File: src/rtl/lsu_ctrl.sv
// Load/store unit controller: one outstanding bus access per memory instruction.
// Define LSU_MISALIGN_TRAP_EN to complete misaligned accesses without a bus request.
module lsu_ctrl (
   input  logic        clk,
   input  logic        rst,
   input  logic        ex_mtype_i,
   input  logic        ex_mem_rw_i,
   input  logic [1:0]  ex_mem_width_i,
   input  logic        ex_mem_rdtype_i,
   input  logic [31:0] ex_addr_i,
   input  logic [31:0] ex_wdata_i,
   output logic        lsu_stall_o,
   output logic        lsu_done_o,
   output logic [31:0] lsu_rdata_o,
   output logic        lsu_misalign_o,
   output logic        bus_req_o,
   output logic        bus_we_o,
   output logic [31:0] bus_addr_o,
   output logic [3:0]  bus_be_o,
   output logic [31:0] bus_wdata_o,
   input  logic        bus_gnt_i,
   input  logic        bus_rvalid_i,
   input  logic [31:0] bus_rdata_i
);

   typedef enum logic [1:0] {IDLE, REQ, WAIT, DONE} state_e;

   state_e      state_q;
   logic        rw_q;
   logic [1:0]  width_q;
   logic        rdtype_q;
   logic [31:0] addr_q;
   logic [31:0] wdata_q;
   logic [31:0] rdata_q;
   logic        done_q;
   logic        req_q;
   logic        ex_req;
   logic [7:0]  ld_b;
   logic [15:0] ld_h;
   logic [31:0] ld_d;

   assign ex_req = ex_mtype_i && (ex_mem_width_i != 2'd0);

`ifdef LSU_MISALIGN_TRAP_EN
   logic mis_q;
   logic ex_mis;
   assign ex_mis = ((ex_mem_width_i == 2'd2) && ex_addr_i[0]) ||
                   ((ex_mem_width_i == 2'd3) && (ex_addr_i[1:0] != 2'd0));
   assign lsu_misalign_o = mis_q;
`else
   assign lsu_misalign_o = 1'b0;
`endif

   assign lsu_stall_o = ((state_q == IDLE) && ex_req) ||
                        (state_q == REQ) || (state_q == WAIT);
   assign lsu_done_o  = done_q;
   assign lsu_rdata_o = rdata_q;
   assign bus_req_o   = req_q;
   assign bus_we_o    = ~rw_q;
   assign bus_addr_o  = {addr_q[31:2], 2'b00};

   always_comb begin
      bus_be_o    = 4'b0000;
      bus_wdata_o = wdata_q;
      unique case (width_q)
         2'd1: begin
            bus_be_o    = 4'b0001 << addr_q[1:0];
            bus_wdata_o = {4{wdata_q[7:0]}};
         end
         2'd2: begin
            bus_be_o    = 4'b0011 << {addr_q[1], 1'b0};
            bus_wdata_o = {2{wdata_q[15:0]}};
         end
         2'd3: bus_be_o = 4'b1111;
         2'd0: bus_be_o = 4'b0000;
      endcase
   end

   // Lane select follows the latched address; misaligned halves use {addr[1],0}.
   always_comb begin
      ld_b = bus_rdata_i[{addr_q[1:0], 3'b000} +: 8];
      ld_h = bus_rdata_i[{addr_q[1], 4'b0000} +: 16];
      ld_d = bus_rdata_i;
      unique case (width_q)
         2'd1: ld_d = rdtype_q ? {24'd0, ld_b} : {{24{ld_b[7]}}, ld_b};
         2'd2: ld_d = rdtype_q ? {16'd0, ld_h} : {{16{ld_h[15]}}, ld_h};
         default: ld_d = bus_rdata_i;
      endcase
   end

   always_ff @(posedge clk) begin
      if (rst) begin
         state_q  <= IDLE;
         rw_q     <= 1'b0;
         width_q  <= 2'd0;
         rdtype_q <= 1'b0;
         addr_q   <= 32'd0;
         wdata_q  <= 32'd0;
         rdata_q  <= 32'd0;
         done_q   <= 1'b0;
         req_q    <= 1'b0;
`ifdef LSU_MISALIGN_TRAP_EN
         mis_q    <= 1'b0;
`endif
      end else begin
         done_q <= 1'b0;
`ifdef LSU_MISALIGN_TRAP_EN
         mis_q  <= 1'b0;
`endif
         unique case (state_q)
            IDLE: begin
               if (ex_req) begin
                  rw_q     <= ex_mem_rw_i;
                  width_q  <= ex_mem_width_i;
                  rdtype_q <= ex_mem_rdtype_i;
                  addr_q   <= ex_addr_i;
                  wdata_q  <= ex_wdata_i;
`ifdef LSU_MISALIGN_TRAP_EN
                  if (ex_mis) begin
                     state_q <= DONE;
                     done_q  <= 1'b1;
                     mis_q   <= 1'b1;
                  end else begin
                     state_q <= REQ;
                     req_q   <= 1'b1;
                  end
`else
                  state_q <= REQ;
                  req_q   <= 1'b1;
`endif
               end
            end
            REQ: begin
               if (bus_gnt_i) begin
                  req_q <= 1'b0;
                  if (bus_rvalid_i) begin
                     state_q <= DONE;
                     done_q  <= 1'b1;
                     if (rw_q) rdata_q <= ld_d;
                  end else begin
                     state_q <= WAIT;
                  end
               end
            end
            WAIT: begin
               if (bus_rvalid_i) begin
                  state_q <= DONE;
                  done_q  <= 1'b1;
                  if (rw_q) rdata_q <= ld_d;
               end
            end
            DONE: state_q <= IDLE;
         endcase
      end
   end

endmodule

File: config.mk
export PLATFORM = sky130hd
export DESIGN_NAME = lsu_ctrl
export DESIGN_NICKNAME = d
export VERILOG_FILES = /design/src/rtl/lsu_ctrl.sv
export SDC_FILE = /design/constraint.sdc
export NUM_CORES = 1
export LEC_CHECK = 0
export BUFFER_PORTS_ARGS = -buffer_cell sky130_fd_sc_hd__buf_2
export CORE_MARGIN = 3
export CORE_UTILIZATION = 44
export CTS_BUF_LIST = sky130_fd_sc_hd__clkbuf_4 sky130_fd_sc_hd__clkbuf_8 sky130_fd_sc_hd__clkbuf_16
export CTS_CLUSTER_SIZE = 40
export DETAILED_ROUTE_END_ITERATION = 10
export GPL_TIMING_DRIVEN = 0
export PLACE_DENSITY = 0.77
export SETUP_SLACK_MARGIN = 0.5
export SLEW_MARGIN = 20
export SYNTH_ARGS = -nofsm -noshare
export SYNTH_HDL_FRONTEND = slang
export SYNTH_SLANG_ARGS = --single-unit
File: constraint.sdc
create_clock -name clk -period 2.2 [get_ports clk]
set_input_delay 0.66 -clock clk [delete_from_list [all_inputs] [get_ports clk]]
set_output_delay 0.66 -clock clk [all_outputs]
set_load 0.01 [all_outputs]
==> out/metrics.csv, run 1 <==
stage,metric,value,unit
sta,RSZ-0062 raised after global routing,yes,
die,Die Ht,115,um
sta,Slew HR,0.464,
clock_tree,CTS H-Tree Depth,3,
run_status,status,"complete, but fails checks",
grt,global route overflow,0,
yosys,Synth top cells by count,"nand2_1 (195), dfxtp_1 (104), a21oi_1 (75), buf_4 (44), clkbuf_1 (34)",
critical_path,crit end category,output port,
critical_path,Critical Path Source Type,input pin,
place,placed cells,1017,
clock_tree,clock-pin slew on the worst setup and hold paths,0.07,ns
sta,worst slew pin tran,0.804,ns
critical_path,largest fanout on the critical path,10,
sta,Hold Slack,0.455,ns
sta,Tmin final,2.52,ns
power,Power Total,7.48,mW
yosys,Yosys top cell area share,0.402,
detailed_routing,Routed Antenna Nets,0,
sta,Layout Skew,0.0102,ns
sta,final setup fails,29,
clock_tree,Root Driver,clkbuf_16,
power,maximum vdd drop,0.831,mV
grt,vias in the first global route,5457,
critical_path,CP arrival,1.86,ns
die,die width,115,um
yosys,post-synthesis register bit count,104,
place,DP HPWL,12200,um
clock_tree,TritonCTS buffer count,9,
grt,first-pass GRT wire length,27500,um
grt,largest net degree at the start of global routing,18,
critical_path,Max stage delay on crit path,0.33,ns
detailed_routing,Initial DRC Count,366,
sta,final setup margin,-0.318,ns
die,Core Region,11500,um^2
finish,layout cell share with drive strength beyond 1,0.521,
sta,final hold vios,0,
yosys,Mean Syn Cell Area,7.77,um^2
clock_tree,Sink Count,104,
yosys,dominant cells by area after synthesis,"dfxtp_1 (40%), nand2_1 (14%), a21oi_1 (7.2%)",
die,I/O Pins,210,
power,Pleak,3.73,nW
run_status,failing checks,setup timing,
detailed_routing,routed via count,5620,
power,power density cells,904,nW/um^2
detailed_routing,Vias/cell,5.25,
critical_path,CP max-delay cell,or3_4,
die,Initial Util,0.452,
place,pre-CTS WS,-0.399,ns
yosys,Post-Syn Area,5180,um^2
hold_path,worst hold path type,reg -> reg,
yosys,Synth Instances,667,
sta,setup_tns,-6.14,ns
place,GP Congestion,0.897,
yosys,most frequent cell after synthesis,nand2_1,
yosys,"EDFF count, synth",0,
sta,max frequency,0.397,GHz
sta,Slew Limit Fails,0,
critical_path,critical path required time,1.54,ns
detailed_routing,routed wire length,17800,um
finish,number of diodes,0,
detailed_routing,1st-pass router iterations,5,
critical_path,CP Cell Sequence,"buf_2, o21a_1, and2_4, clkbuf_8, buf_8, or3_4, buf_6",
yosys,Yosys top cell by area,dfxtp_1,
yosys,Async SR Flop Fraction,0,
finish,"Area growth, synth to finish",59.6,%
critical_path,"delay-heaviest family, CP",buffers and inverters,
place,# port buffers,205,
yosys,sequential area share after synthesis,0.402,
clock_tree,CTS Hold Buffers Added,0,
grt,antenna violations before repair,0,
clock_tree,CTS tree,done,
finish,Finished Layout Cells,1070,
grt,GR Util All Layers,0.263,
critical_path,Buffers & Inverters on Critical Path,4,
detailed_routing,per-cell routed wire length,16.6,um
die,Row Count,39,
critical_path,WS Path Type,in -> out,
finish,Nets,1034,
yosys,Synth Warn #,0,
detailed_routing,DRC,0,
clock_tree,clock latency at the later pin of the worst-skew pair,0.36,ns
flow_run,max_cap viols,0,
yosys,Post-synth top flop,dfxtp_1,
sta,final period utilization,1.14,
yosys,number of distinct library cells after synthesis,42,
clock_tree,worst-case clock buffer depth,2,
die,die area,13100,um^2
## per-layer routing
metal  track usage  up-vias  wire (um)
met4        0.0831        0        329
li1              -     2724          -
met2         0.444      240       8850
met5             0        -          0
met3        0.0724       28       1440
met1         0.325     2628       7160
## cells by family (layout without fill, tap and decap cells)
logic type / Yosys count / in the layout / synth area share
AO/OA/AOI/OAI: 182 / 182 / 0.232
adder cells (fa/ha/maj): 7 / 7 / 0.0169
buffers and inverters: 105 / 363 / 0.116
flip-flops: 104 / 104 / 0.402
multiplexers: 19 / 19 / 0.0386
other: 1 / 3 / 0.000723
AND/OR/NAND/NOR: 249 / 249 / 0.194
## final timing paths
kind | depth (start not counted) | slack (ns) | endpoint | startpoint
worst max-delay path | 7 | -0.32 | lsu_stall_o | ex_mem_width_i[1]
worst min-delay path | 2 | 0.45 | addr_q[22]$_SDFFE_PP0P_ | addr_q[22]$_SDFFE_PP0P_
worst max register to register | 11 | 0.09 | lsu_rdata_o[14]$_SDFFE_PP0P_ | state_q[0]$_SDFFE_PP0P_
worst min register to register | 2 | 0.45 | addr_q[22]$_SDFFE_PP0P_ | addr_q[22]$_SDFFE_PP0P_
## registers in the layout, summed over array words and instances (netlist names)
signal	count
addr_q	32
bus_req_o	1
lsu_done_o	1
lsu_rdata_o	32
rdtype_q	1
rw_q	1
state_q	2
wdata_q	32
width_q	2
## report_power, final
group / internal, mW / switching, mW
sequential: 2.16 / 0.237
combinational: 1.69 / 1.72
clock: 0.935 / 0.745
total: 4.78 / 2.70
## cells in the final DEF, fill, tap and decap left out, types with 7 or more instances in the layout
cell       count
o21ai_4        9
dfxtp_4        8
a211oi_2      18
a22oi_2        9
buf_4         64
a211oi_1       7
a31oi_1        7
nand2b_1       9
mux2i_1       11
o21ai_2       13
nand2_4       15
mux2_2         7
o211ai_1       8
a21o_1         7
clkbuf_16     21
and2_1         8
clkbuf_2       9
a21oi_1       72
clkbuf_1      13
a22o_1         8
nor2_4        22
nand2_1      172
buf_6         22
buf_2        199
dfxtp_1       91
nand2_2        8
buf_8          7
## timing repair
action / CTS / global route
endpoints found under the setup margin: 116 / 129
cloned: 7 / 2
gates resized for setup: 97 / 70
pin swaps: 29 / 18
buffers inserted: 24 / 4
## cell type report
type                       count  area (um^2)
buffer                        94          902
clock buffer                  11          246
clock inverter                 5         62.6
fill                         871         3190
inverter                      11         45.0
multi-input combinational    460         3200
sequential                   104         2120
tap                          143          179
timing repair buffer         242         1520
## worst min-delay path, cell delays in order, from the launching register on
cell and delay (ns):
dfxtp_1 0.31, nand2_1 0.05, a21oi_1 0.05
## metrics by stage
step	utilization	cell area [um^2]
2_1_floorplan	-	5760
3_3_place_gp	0.607	6960
3_5_place_dp	0.607	6960
4_1_cts	0.697	8000
5_1_grt	0.722	8280
6_report	0.722	8280
No activity file was read; power rests on OpenSTA's default activity.
==> run 2, diff against run 1 <==
ABC_AREA = 1   (was default)
CORE_UTILIZATION = 45   (was 44)
PLACE_DENSITY = 0.76   (was 0.77)
clock period = 2.7 ns   (was 2.2 ns; I/O delays follow)
==> run 2 against run 1 <==
Against the previous run:
- synthesized cell count is 1.8% higher
- critical endpoint is now bus_wdata_o[22]
- global-route usage fell by 0.20 points
- area after synthesis decreased by 4.0%
- register-to-register slack improved by 0.68 ns
- setup slack improved by 0.24 ns
- critical path type is now reg -> out
- clock power decreased by 45%
- final cell count rose by 0.56%
- combinational power is 21% lower
- sequential cell count unchanged
- utilization decreased by 3.0 points
- the flow still finishes with violations (setup timing)
- count of clock-buffer cells in the layout is 1 lower
==> out/metrics.csv, run 2 <==
stage,metric,value,unit,change
yosys,post-synthesis register bit count,104,,unchanged
grt,global route overflow,0,,unchanged
clock_tree,CTS H-Tree Depth,3,,unchanged
finish,Nets,1048,,+1.4%
finish,number of diodes,0,,unchanged
detailed_routing,Vias/cell,5.22,,-0.68%
power,power density cells,768,nW/um^2,-15%
yosys,Synth Instances,679,,+1.8%
detailed_routing,per-cell routed wire length,15.9,um,-4.1%
finish,Finished Layout Cells,1076,,+0.56%
clock_tree,CTS Hold Buffers Added,0,,unchanged
yosys,Async SR Flop Fraction,0,,unchanged
power,Net Sw Frac,0.394,,+0.0329
critical_path,Critical Path Source Type,flip-flop,,
sta,final period utilization,1.03,,
finish,layout cell share with drive strength beyond 1,0.428,,-0.0934
detailed_routing,1st-pass router iterations,7,,+2
yosys,Post-synth top flop,dfxtp_1,,
run_status,failing checks,setup timing,,
power,Int Pwr,3.40,mW,-29%
sta,Layout Skew,0.0134,ns,+0.00312 ns
finish,"most common cell after layout, fill and taps aside",buf_2,,
finish,most frequent cells in the layout,"buf_2 (207), o21ai_0 (108), dfxtp_1 (99)",,
clock_tree,Sink Count,104,,unchanged
detailed_routing,routed via count,5613,,-0.12%
clock_tree,CTS tree,done,,
yosys,Yosys top cell by area,dfxtp_1,,
sta,final setup fails,17,,-41%
sta,max frequency,0.360,GHz,
die,die area,12400,um^2,-5.8%
detailed_routing,Routed Antenna Nets,0,,unchanged
die,die width,111,um,-2.9%
yosys,number of distinct library cells after synthesis,32,,-24%
yosys,Synth Warn #,0,,unchanged
die,Core Region,10600,um^2,-8.0%
power,maximum vdd drop,0.487,mV,-41%
clock_tree,worst-case clock buffer depth,2,,unchanged
yosys,Yosys top cell area share,0.418,,+0.0165
place,GP Congestion,0.979,,+9.1%
grt,vias in the first global route,5296,,-3.0%
sta,setup_tns,-0.675,ns,+5.47 ns
clock_tree,Root Driver,clkbuf_8,,
detailed_routing,Initial DRC Count,408,,+11%
grt,GR Util All Layers,0.261,,-0.00196
yosys,"EDFF count, synth",0,,unchanged
yosys,Post-Syn Area,4980,um^2,-4.0%
sta,Tmin final,2.78,ns,
critical_path,CP arrival,1.97,ns,+0.11 ns
sta,final setup margin,-0.0812,ns,+0.237 ns
yosys,Synth top cells by count,"o21ai_0 (127), dfxtp_1 (104), a21oi_1 (96), nor2_1 (87), nand2_1 (59)",,
place,# port buffers,206,,+0.49%
critical_path,crit end category,output port,,
grt,largest net degree at the start of global routing,18,,unchanged
place,placed cells,1023,,+0.59%
die,Initial Util,0.472,,+0.0196
grt,first-pass GRT wire length,26600,um,-3.3%
sta,RSZ-0062 raised after global routing,yes,,
sta,Slew Limit Fails,0,,unchanged
place,pre-CTS WS,0.0329,ns,+0.432 ns
sta,worst slew pin tran,0.515,ns,-0.289 ns
die,Row Count,37,,-5.1%
grt,antenna violations before repair,0,,unchanged
run_status,status,"complete, but fails checks",,
yosys,Mean Syn Cell Area,7.33,um^2,-5.7%
die,Die Ht,111,um,-2.9%
clock_tree,TritonCTS buffer count,9,,unchanged
critical_path,largest fanout on the critical path,6,,-4
yosys,most frequent cell after synthesis,o21ai_0,,
sta,final hold vios,0,,unchanged
power,logic gate share of total power,0.479,,+0.024
detailed_routing,DRC,0,,unchanged
hold_path,worst hold path type,reg -> reg,,
detailed_routing,routed wire length,17200,um,-3.5%
power,Seq pwr share,0.357,,+0.037
flow_run,max_cap viols,0,,unchanged
clock_tree,clock latency at the later pin of the worst-skew pair,0.37,ns,about the same
yosys,sequential area share after synthesis,0.418,,+0.0165
power,Net Sw Power,2.21,mW,-18%
power,part of the power in the clock network,0.164,,-0.061
finish,"Area growth, synth to finish",46.6,%,
clock_tree,clock-pin slew on the worst setup and hold paths,0.11,ns,+0.04 ns
critical_path,WS Path Type,reg -> out,,
sta,Hold Slack,0.473,ns,+0.0181 ns
critical_path,critical path required time,1.89,ns,+0.35 ns
power,Pleak,3.51,nW,-5.8%
yosys,dominant cells by area after synthesis,"dfxtp_1 (42%), o21ai_0 (13%), a21oi_1 (9.6%)",,
die,I/O Pins,210,,unchanged
sta,Slew HR,0.657,,+0.193
place,DP HPWL,12000,um,-1.6%
run 2: worst paths after layout:
check,from,to,slack (ns),depth (start not counted)
max,width_q[0]$_SDFFE_PP0P_,bus_wdata_o[22],-0.08,10
min,bus_req_o$_SDFFE_PP0P_,bus_req_o$_SDFFE_PP0P_,0.47,2
max reg2reg,state_q[1]$_SDFFE_PP0P_,lsu_rdata_o[27]$_SDFFE_PP0P_,0.77,10
min reg2reg,bus_req_o$_SDFFE_PP0P_,bus_req_o$_SDFFE_PP0P_,0.47,2
run 2: cells by family after synthesis:
group | share of synthesized area
and+or+nand+nor | 0.150
buffers and inverters | 0.139
AOI/OAI and AO/OA | 0.275
other | 0.000753
DFF | 0.418
adders and majority gates | 0.0176
run 2: power groups by stage:
stage               Combinational, mW  Clock, mW  Sequential (mW)
finish                           2.69      0.920             2.00
global route                     2.92      0.988             2.03
CTS                              2.49      0.934             1.98
detailed placement               2.08          0             2.00
global placement                 2.07          0             1.99
floorplan                        1.40          0             1.99
run 2: metal layers:
layer | share of wire | track usage | wire length, um
met5 | 0 | 0 | 0
met4 | 0.025 | 0.0681 | 437
met3 | 0.081 | 0.0655 | 1380
met2 | 0.48 | 0.427 | 8220
met1 | 0.41 | 0.346 | 7110
run 2: area by class of cell:
| class | instances | area [um^2] |
|---|---|---|
| buffer | 86 | 613 |
| clock buffer | 10 | 131 |
| clock inverter | 5 | 41.3 |
| fill | 898 | 3260 |
| inverter | 45 | 189 |
| multi-input combinational | 446 | 2610 |
| sequential | 104 | 2090 |
| tap | 136 | 170 |
| timing repair buffer | 244 | 1450 |
run 2: through the flow:
stage | cell area, um^2 | utilization | total power [mW]
CTS | 7030 | 0.666 | 5.41
detailed placement | 6330 | 0.600 | 4.08
floorplan | 5130 | - | 3.38
global placement | 6330 | 0.600 | 4.05
global route | 7300 | 0.692 | 5.94
finish | 7300 | 0.692 | 5.61
run 2: critical path, cell delays in order (launching register included):
cell and delay, ns:
dfxtp_4 0.37, inv_4 0.04, ha_4 0.25, buf_6 0.11
inv_8 0.04, buf_12 0.12, buf_12 0.13, buf_6 0.12
buf_16 0.13, o22ai_2 0.15, buf_2 0.16
run 2: what timing repair did:
item	in CTS	in global routing
hold endpoints to repair	0	0
setup buffers	22	13
resized for setup	78	38
cloned	3	0
setup endpoints to repair	29	29
pin swaps	12	7
